==> src/rtl/hdmi_video_timing.sv <==
// Raster timing generator for the HDMI output path.
// Produces a pixel-request stream and LAT-cycle delayed de/hsync/vsync/frame_start.
// Counter order within a line/frame: active, front porch, sync, back porch.
module hdmi_video_timing #(
  parameter int H_ACTIVE = 1280,
  parameter int H_FP     = 110,
  parameter int H_SYNC   = 40,
  parameter int H_BP     = 220,
  parameter int V_ACTIVE = 720,
  parameter int V_FP     = 5,
  parameter int V_SYNC   = 5,
  parameter int V_BP     = 20,
  parameter int HS_POL   = 1,
  parameter int VS_POL   = 1,
  parameter int LAT      = 2,
  parameter int H_W      = 12,
  parameter int V_W      = 11
) (
  input  logic           clk,
  input  logic           resetn,
  input  logic           run,
  output logic           req_valid,
  output logic [H_W-1:0] req_x,
  output logic [V_W-1:0] req_y,
  output logic           de,
  output logic           hsync,
  output logic           vsync,
  output logic           frame_start,
  output logic           busy
);

  // state | meaning
  // IDLE  | counters held at 0, raster outputs inactive, waiting for run
  // RUN   | h/v advance every cycle; stop honoured only at the last position
  typedef enum logic {IDLE = 1'b0, RUN = 1'b1} state_t;

  localparam int H_TOTAL = H_ACTIVE + H_FP + H_SYNC + H_BP;
  localparam int V_TOTAL = V_ACTIVE + V_FP + V_SYNC + V_BP;

  localparam logic [H_W-1:0] H_LAST = H_W'(H_TOTAL - 1);
  localparam logic [H_W-1:0] H_ACT  = H_W'(H_ACTIVE);
  localparam logic [H_W-1:0] HS_BEG = H_W'(H_ACTIVE + H_FP);
  localparam logic [H_W-1:0] HS_END = H_W'(H_ACTIVE + H_FP + H_SYNC);
  localparam logic [V_W-1:0] V_LAST = V_W'(V_TOTAL - 1);
  localparam logic [V_W-1:0] V_ACT  = V_W'(V_ACTIVE);
  localparam logic [V_W-1:0] VS_BEG = V_W'(V_ACTIVE + V_FP);
  localparam logic [V_W-1:0] VS_END = V_W'(V_ACTIVE + V_FP + V_SYNC);

  localparam logic HS_ON = (HS_POL != 0);
  localparam logic VS_ON = (VS_POL != 0);

  state_t         state;
  logic [H_W-1:0] h;
  logic [V_W-1:0] v;
  logic           busy_q;

  logic           valid_raw;
  logic           hs_raw;
  logic           vs_raw;
  logic           fs_raw;

  // Chain entry bit order: {de, hs, vs, fs}; all-zero is the inactive value.
  logic [LAT-1:0][3:0] chain;

  // State machine and raster counters; a dropped run only takes effect at frame end.
  always_ff @(posedge clk or negedge resetn) begin
    if (!resetn) begin
      state  <= IDLE;
      h      <= '0;
      v      <= '0;
      busy_q <= 1'b0;
    end else begin
      case (state)
        IDLE: begin
          h <= '0;
          v <= '0;
          if (run) begin
            state  <= RUN;
            busy_q <= 1'b1;
          end
        end
        RUN: begin
          if (h == H_LAST) begin
            h <= '0;
            if (v == V_LAST) begin
              v <= '0;
              if (!run) begin
                state  <= IDLE;
                busy_q <= 1'b0;
              end
            end else begin
              v <= v + V_W'(1);
            end
          end else begin
            h <= h + H_W'(1);
          end
        end
        default: begin
          state  <= IDLE;
          h      <= '0;
          v      <= '0;
          busy_q <= 1'b0;
        end
      endcase
    end
  end

  // Stage-0 position decode straight from the counter registers.
  always_comb begin
    valid_raw = 1'b0;
    hs_raw    = 1'b0;
    vs_raw    = 1'b0;
    fs_raw    = 1'b0;
    if (state == RUN) begin
      valid_raw = (h < H_ACT) && (v < V_ACT);
      hs_raw    = (h >= HS_BEG) && (h < HS_END);
      vs_raw    = (v >= VS_BEG) && (v < VS_END);
      fs_raw    = (h == '0) && (v == '0);
    end
  end

  // Delay chain keeps shifting in IDLE so the tail of the last frame drains out.
  always_ff @(posedge clk or negedge resetn) begin
    if (!resetn) begin
      chain <= '0;
    end else begin
      chain[0] <= {valid_raw, hs_raw, vs_raw, fs_raw};
      for (int i = 1; i < LAT; i++) begin
        chain[i] <= chain[i-1];
      end
    end
  end

  assign req_valid   = valid_raw;
  assign req_x       = valid_raw ? h : '0;
  assign req_y       = valid_raw ? v : '0;
  assign de          = chain[LAT-1][3];
  assign hsync       = chain[LAT-1][2] ? HS_ON : ~HS_ON;
  assign vsync       = chain[LAT-1][1] ? VS_ON : ~VS_ON;
  assign frame_start = chain[LAT-1][0];
  assign busy        = busy_q;

endmodule

==> config.mk <==
export PLATFORM = sky130hd
export DESIGN_NAME = hdmi_video_timing
export DESIGN_NICKNAME = d
export VERILOG_FILES = /design/src/rtl/hdmi_video_timing.sv
export SDC_FILE = /design/constraint.sdc
export NUM_CORES = 1
export LEC_CHECK = 0
export CAP_MARGIN = 25
export CORE_MARGIN = 4
export CORE_UTILIZATION = 40
export DETAILED_ROUTE_END_ITERATION = 10
export SETUP_SLACK_MARGIN = 0.15
export SYNTH_ARGS = -nofsm -noshare
export SYNTH_HDL_FRONTEND = slang
export SYNTH_SLANG_ARGS = --single-unit
==> constraint.sdc <==
create_clock -name clk -period 4.25 [get_ports clk]
set_clock_uncertainty 0.15 [all_clocks]
set_input_delay 0.425 -clock clk [delete_from_list [all_inputs] [get_ports clk]]
set_output_delay 0.425 -clock clk [all_outputs]
set_load 0.1 [all_outputs]
* Word-level counts from Yosys, hierarchy flattened
Cells that the tools add are included.
Word-level totals: bits in registers 33, output and inout bits 29, logic and storage cells 50
Cells by class: add/sub/neg operators 2, $lt $le $gt $ge 6, eq/ne operators 6, muxes and demuxes 22, bitwise gates (word level) 1, reduce and logical (&&, ||, !) cells 7
Operators with widths (number):
- $mux W11 | 3
- $lt A12 B11 Y1 const B | 2
- $mux W12 | 2
- $pmux W12 S2 | 1
- $lt A11 B10 Y1 const B | 2
- $pmux W11 S2 | 1
- $mux W1 | 13
- $add A12 B1 Y12 const B | 1
- $eq A12 B11 Y1 const B | 1
- $ge A12 B11 Y1 const B | 1
- $logic_not A12 Y1 | 1
- $add A11 B1 Y11 const B | 1
- $eq A11 B10 Y1 const B | 1
- $ge A11 B10 Y1 const B | 1
- $logic_not A11 Y1 | 1
- $logic_and A1 B1 Y1 | 4
- $ne A2 B1 Y1 const B | 2
- $ne A2 B2 Y1 const B | 2
- $pmux W1 S2 | 2
- $reduce_and A4 Y1 | 1
- $not A1 Y1 | 1

* Depth between registers and ports, before layout
Gate-level depths: netlist of run 1.
depth after elaboration 4, gate-level depth with buffers 7, mapped depth without buffers 6

* Least setup slack after synthesis of run 1
Ideal clock, no wire load.
path type register -> output, start register v[7], end output req_y[1], arrival time 2.837 ns, path slack 0.838 ns, stages on the path, launching flop included 7, buffers on the path 2, path through dfrtp_1 -> clkbuf_1 -> nor4bb_1 -> nand2_1 -> o2111a_1 -> clkbuf_1 -> and2_1
Between the ends: cells in the longest elaborated chain, start to end 4
RTL lines:
- from (decl) | RTL line 54 | logic [V_W-1:0] v;
- from (signal assigned) | RTL line 92 | v <= v + V_W'(1);
- $lt A11 B10 Y1 | RTL line 115 | valid_raw = (h < H_ACT) && (v < V_ACT);
- $logic_and A1 B1 Y1 | RTL line 115
- $mux W1 | RTL line 114 | if (state == RUN) begin
- net req_valid | RTL line 22 | output logic req_valid,
- $mux W11 | RTL line 136 | assign req_y = valid_raw ? v : '0;
- to (decl) | RTL line 24 | output logic [V_W-1:0] req_y,
The timed path passes the listed nets, and every way through them passes these cells.

* Worst setup path after layout of run 1
start register state, end output req_y[0]
Between the ends: cells in the longest elaborated chain, start to end 2
RTL lines:
- from (decl) | RTL line 52 | state_t state;
- from (signal assigned) | RTL line 68 | state <= IDLE;
- from (signal assigned) | RTL line 78 | state <= RUN;
- from (signal assigned) | RTL line 88 | state <= IDLE;
- $mux W1 | RTL line 114
- $mux W11 | RTL line 136
No other way between the ends.

==> metrics.txt, run 1 <==
CTS tree yes; slowest CP cell dfrtp_1; sequential area share after synthesis 41.8%; FF-to-FF setup slack 1750 ps; Root Driver clkbuf_8; DR vias 1,596; DPL Wire Length 3070 um; Hold WS 199 ps; count leader, synth dfrtp_1; EDFF count, synth 0; CTS buffer count 5; Max Slew Vio Count 0; Die X-Extent 78.3 um; P_int 466 uW; minimum clock period 3020 ps; initial antenna violation count 0; wire per inst 14.1 um; antenna-violating nets left 0; NetSw 127 uW; Final Total Pwr 593 uW; Final nets 245; Syn Inst Count 215; Pre-antenna DRT Iters 4; synthesized cell area 1980 um2; Placeable Area 4750 um2; IR Drop Worst-Case VDD 0.134 mV; setup_tns 0 ps; final setup fails 0; starting density of the core 41.6%; Starting DRT DRC Count 102; hold_sp chain[1]$_DFF_PN0_; outcome complete, no violations; worst slack at placement 1550 ps; RD Place Congestion 0.834; Setup crit end kind primary output; max_slew headroom 35.2%; CP startpoint kind flop; post-route core utilization 49.3%; I/O pin count 32; critical path cell sequence nand2b_1, nor2_1, o2111a_1, and2_1, buf_4; Worst R2R Start h[2]$_DFF_PN0_; sequential power share 53.0%; Clock Latency Late Sink 290 ps; Global Route Usage Sum 15.1%; total leakage power 0.00100 uW; Vias per Instance 5.25; area grow syn2layout 18.7%; cell accounting for the most synthesized area dfrtp_1; reg2reg end v[3]$_DFFE_PN0P_; Setup Buffers After CTS 0; ys flop type dfrtp_1; H-tree depth 2; Sw Ratio 21.4%; clock share of power 43.6%; hold_buf cts 0; top cells by area, synth dfrtp_1, and2_1, ha_1; vias in the first global route 1,505; final hold viol count 0; clock buffer depth 2; hold crit path type reg -> reg; Setup CP Type reg -> out; Critical Path Sink req_y[0]; Mapped Avg Cell Area 9.19 um2; Post-synth ARST share 100%; Die Ht 78.3 um; # fillers 485; Critical Path RT 3670 ps; clk sinks 33; worst slew pin tran 969 ps; die area 6130 um2; synth warn 0; Setup WS post-layout 1230 ps; Worst-path clk slew 70 ps; CP max FO 23; Resized cells post-CTS 0; Max-Cap Viols 0; layout cell share with drive strength beyond 1 16.9%; Buffers on Ports 29; GR Overflow Total 0; Post-Route WL 4280 um; RSZ-0062 raised after global routing false; worst stage delay on the critical path 750 ps; Ant. Diodes 0; first-pass GRT wire length 7310 um; pin count of the biggest net entering global routing 24; Yosys reg bits 33; worst setup path start state$_DFF_PN0_; leading cell types by count after synthesis dfrtp_1, and2_1, nor2_1; row cnt 25; worst r2r path cells 4; Max Fclk 331 MHz; Tcrit/Tclk final 71.1%; top cell type's share of synthesized area 41.8%; DRC viols 0; combinational fraction of design power 3.4%; Arr. time, crit path 2450 ps; power per cell area 253 nW/um2; Yosys cell types 47
[layout by cell type, fill, tap and decap left out, types with 2 or more instances in the layout]
master           synthesis  routed
conb_1                   1       2
o22ai_1                  3       3
or3_1                    2       2
nand3_1                 12      12
o31a_1                   2       2
nand3b_1                 2       2
a32oi_1                  4       4
nor3_1                   3       3
nor4b_1                  2       2
xnor2_1                  4       4
buf_4                    2      24
nand2_1                 15      15
clkdlybuf4s50_1          0       7
o31ai_1                  2       2
nand2b_1                 2       2
o211ai_1                 2       2
o21ai_0                  3       3
a31oi_1                  5       5
dfrtp_1                 33      33
xor2_1                   5       5
nand4_1                  9       9
a21oi_1                  3       3
clkbuf_8                 0       7
and2_1                  25      25
ha_1                     6       6
inv_1                   10      10
nor2_1                  20      20
and4_1                   3       3
[kinds of logic after synthesis]
| family | synth area share [%] |
|---|---|
| flip-flops | 41.8 |
| AO/OA/AOI/OAI | 13.9 |
| XOR/XNOR | 3.99 |
| buffers and inverters | 6.83 |
| AND/OR/NAND/NOR | 29.6 |
| other | 0.190 |
| adder cells (fa/ha/maj) | 3.80 |
[routing by layer]
layer / GRT usage [%] / share of wire (%)
met5: 0 / 0
met4: 7.34 / 1.3
met3: 2.98 / 4.6
met2: 22.7 / 44
met1: 20.7 / 50
[worst min path at each step]
stage,end,cells past startpoint
after floorplan,busy$_DFFE_PN0P_,0
after global placement,chain[6]$_DFF_PN0_,0
after detailed placement,chain[5]$_DFF_PN0_,0
after CTS,chain[5]$_DFF_PN0_,0
after global routing,chain[5]$_DFF_PN0_,0
final,chain[5]$_DFF_PN0_,0
[power by group through the flow]
| stage | combinational, uW | clock [uW] | sequential, uW |
|---|---|---|---|
| 2_1_floorplan | 9.24 | 0 | 320 |
| 5_1_grt | 22.6 | 283 | 314 |
| 3_3_place_gp | 17.8 | 0 | 320 |
| 6_report | 20.3 | 259 | 314 |
| 4_1_cts | 21.0 | 270 | 314 |
| 3_5_place_dp | 20.9 | 0 | 320 |
[flip-flops by register name, summed over array words and instances, names as in the netlist]
name / cells
busy: 1
h: 12
state: 1
chain: 6
de: 1
v: 11
frame_start: 1
[metrics by stage]
step	cell area, um2	instances
4_1_cts	2350	304
2_1_floorplan	1980	216
5_1_grt	2350	304
3_3_place_gp	2220	295
6_report	2350	304
3_5_place_dp	2240	296
[critical path, delay by kind of cell (launching register included)]
kind                   cells  cell delay [ps]
AO/OA/AOI/OAI              1              620
AND/OR/NAND/NOR            3              500
buffers and inverters      1              290
flip-flops                 1              750
[layout make-up]
type | instances | area, um2 | area share (%)
clock buffers | 7 | 96.3 | 4.11
clock inverters | 1 | 5.00 | 0.213
multi-input cells | 154 | 1020 | 43.5
inverters | 10 | 37.5 | 1.60
flip-flops and latches | 33 | 826 | 35.2
repair buffers | 32 | 278 | 11.8
well taps | 67 | 83.8 | 3.57
Power figures use the tool's default switching activity.
==> run 2: changes to the inputs <==
clock period = 3.06 ns   (was 4.25 ns; I/O delays follow)
==> metrics.txt, run 2 (synthesis gave the netlist of run 1 again) <==
worst slew pin tran 676 ps (was 969 ps); worst stage delay on the critical path 460 ps (was 750 ps); worst r2r path cells 4 (unchanged); final setup fails 0 (unchanged); minimum clock period 2670 ps; top flop regs h: 12 flops, v: 11 flops, chain: 6 flops (unchanged); RD Place Congestion 0.830 (was 0.834); I/O pin count 32 (unchanged); Max Fclk 374 MHz; Setup CP Type reg -> out (unchanged); Vias per Instance 5.32 (was 5.25); Final Non-Filler Cells 304 (unchanged); layout cell share with drive strength beyond 1 19.4% (was 16.9%); H-tree depth 2 (unchanged); Max Slew Vio Count 0 (unchanged); first-pass GRT wire length 7740 um (was 7310 um); CP max FO 23 (unchanged); sequential power share 45.9% (was 53.0%); Setup WS post-layout 389 ps (was 1230 ps); most frequent cells in the layout dfrtp_1, and2_1, buf_12 (was dfrtp_1, and2_1, buf_4); Root Driver clkbuf_8 (unchanged); max_slew headroom 54.8% (was 35.2%); area grow syn2layout 32.7% (was 18.7%); Setup crit end kind primary output (unchanged); CP startpoint kind flop (unchanged); IR Drop Worst-Case VDD 0.162 mV (was 0.134 mV); DPL Wire Length 3070 um (about the same); vias in the first global route 1,517 (was 1,505); Die X-Extent 78.3 um (unchanged); Die Ht 78.3 um (unchanged); Max-Cap Viols 0 (unchanged); clock buffer depth 2 (unchanged); CTS buffer count 5 (unchanged); design area 2620 um2 (was 2350 um2); starting density of the core 41.6% (unchanged); power per cell area 362 nW/um2 (was 253 nW/um2); Hold Path Depth 0 (unchanged); clk sinks 33 (unchanged); FF-to-FF setup slack 680 ps (was 1750 ps); wire per inst 14.8 um (was 14.1 um); Arr. time, crit path 2220 ps (was 2450 ps); commonest non-fill, non-tap cell in the layout dfrtp_1 (unchanged); DRC viols 0 (unchanged); Starting DRT DRC Count 166 (was 102); Ant. Diodes 0 (unchanged); NetSw 186 uW (was 127 uW); pin count of the biggest net entering global routing 34 (was 24); Reg with most FFs h (unchanged); Buffers on Ports 29 (unchanged); setup_tns 0 ps (unchanged); row cnt 25 (unchanged); slowest CP cell dfrtp_1 (unchanged); total leakage power 0.00109 uW (was 0.00100 uW); final hold viol count 0 (unchanged); placed cell areas 2490 um2 (was 2240 um2); initial antenna violation count 0 (unchanged); Setup Buffers After CTS 0 (unchanged); Pre-antenna DRT Iters 4 (unchanged); clock share of power 51.6% (was 43.6%); Post-Route WL 4500 um (was 4280 um); DR vias 1,617 (was 1,596); Critical Path RT 2600 ps (was 3670 ps); stages on the worst setup path 5 (unchanged); die area 6130 um2 (unchanged); hold crit path type reg -> reg (unchanged); RSZ-0062 raised after global routing false (unchanged); critical path cell sequence nor4bb_1, nand2_1, o2111a_2, and2_1, buf_12 (was nand2b_1, nor2_1, o2111a_1, and2_1, buf_4); GR Overflow Total 0 (unchanged); CTS tree yes (unchanged); Largest register FFs 12 (unchanged); Crit path max-delay family simple AND/OR/NAND/NOR gates (was flip-flops); Clock Latency Late Sink 290 ps (about the same); Worst-path clk slew 70 ps (about the same); worst slack at placement 557 ps (was 1550 ps); Sw Ratio 19.6% (was 21.4%); combinational fraction of design power 2.4% (was 3.4%); Placeable Area 4750 um2 (unchanged); cell count after placement 296 (unchanged); antenna-violating nets left 0 (unchanged); Buffers & Inverters on Critical Path 1 (unchanged); outcome complete, no violations (unchanged); Global Route Usage Sum 16.0% (was 15.1%); Final nets 245 (unchanged); P_int 763 uW (was 466 uW); Tcrit/Tclk final 87.3%
-- run 2: stage by stage --
step                util [%]  power, uW  hold WS, ps
floorplan                  -        457         -140
global placement        52.3        468          182
detailed placement      52.3        468          186
CTS                     55.1        964          202
global route            55.2        984          210
finish                  55.2        949          198
-- run 2: timing repair --
item | in CTS | in global routing
hold buffers | 0 | 0
setup endpoints to repair | 0 | 21
resized for setup | 0 | 1
-- run 2: layer usage --
layer / share of wire, % / track usage [%]
met1: 49 / 22.5
met2: 45 / 24.1
met3: 4.9 / 3.78
met4: 1.4 / 5.07
met5: 0 / 0
-- run 2: area by class of cell --
cell class / count / area (um2)
clock inverter: 3 / 65.1
tap: 67 / 83.8
fill: 441 / 2130
sequential: 33 / 826
multi-input combinational: 154 / 1020
inverter: 10 / 37.5
timing repair buffer: 32 / 520
clock buffer: 5 / 68.8
-- run 2: path summary, 6_finish.rpt --
kind | start | endpoint
max | v[6]$_DFFE_PN0P_ | req_y[6]
min | chain[3]$_DFF_PN0_ | de$_DFF_PN0_
max reg2reg | v[6]$_DFFE_PN0P_ | v[7]$_DFFE_PN0P_
min reg2reg | chain[3]$_DFF_PN0_ | de$_DFF_PN0_
max in group asynchronous | resetn | v[7]$_DFFE_PN0P_
min in group asynchronous | resetn | h[8]$_DFF_PN0_
-- run 2: power by group through the flow --
| stage | registers (uW) | logic [uW] | clock network [uW] |
|---|---|---|---|
| 6_report | 436 | 23.1 | 490 |
| 5_1_grt | 436 | 25.7 | 522 |
| 4_1_cts | 436 | 24.1 | 504 |
| 3_5_place_dp | 444 | 24.1 | 0 |
| 3_3_place_gp | 444 | 23.7 | 0 |
| 2_1_floorplan | 444 | 12.8 | 0 |
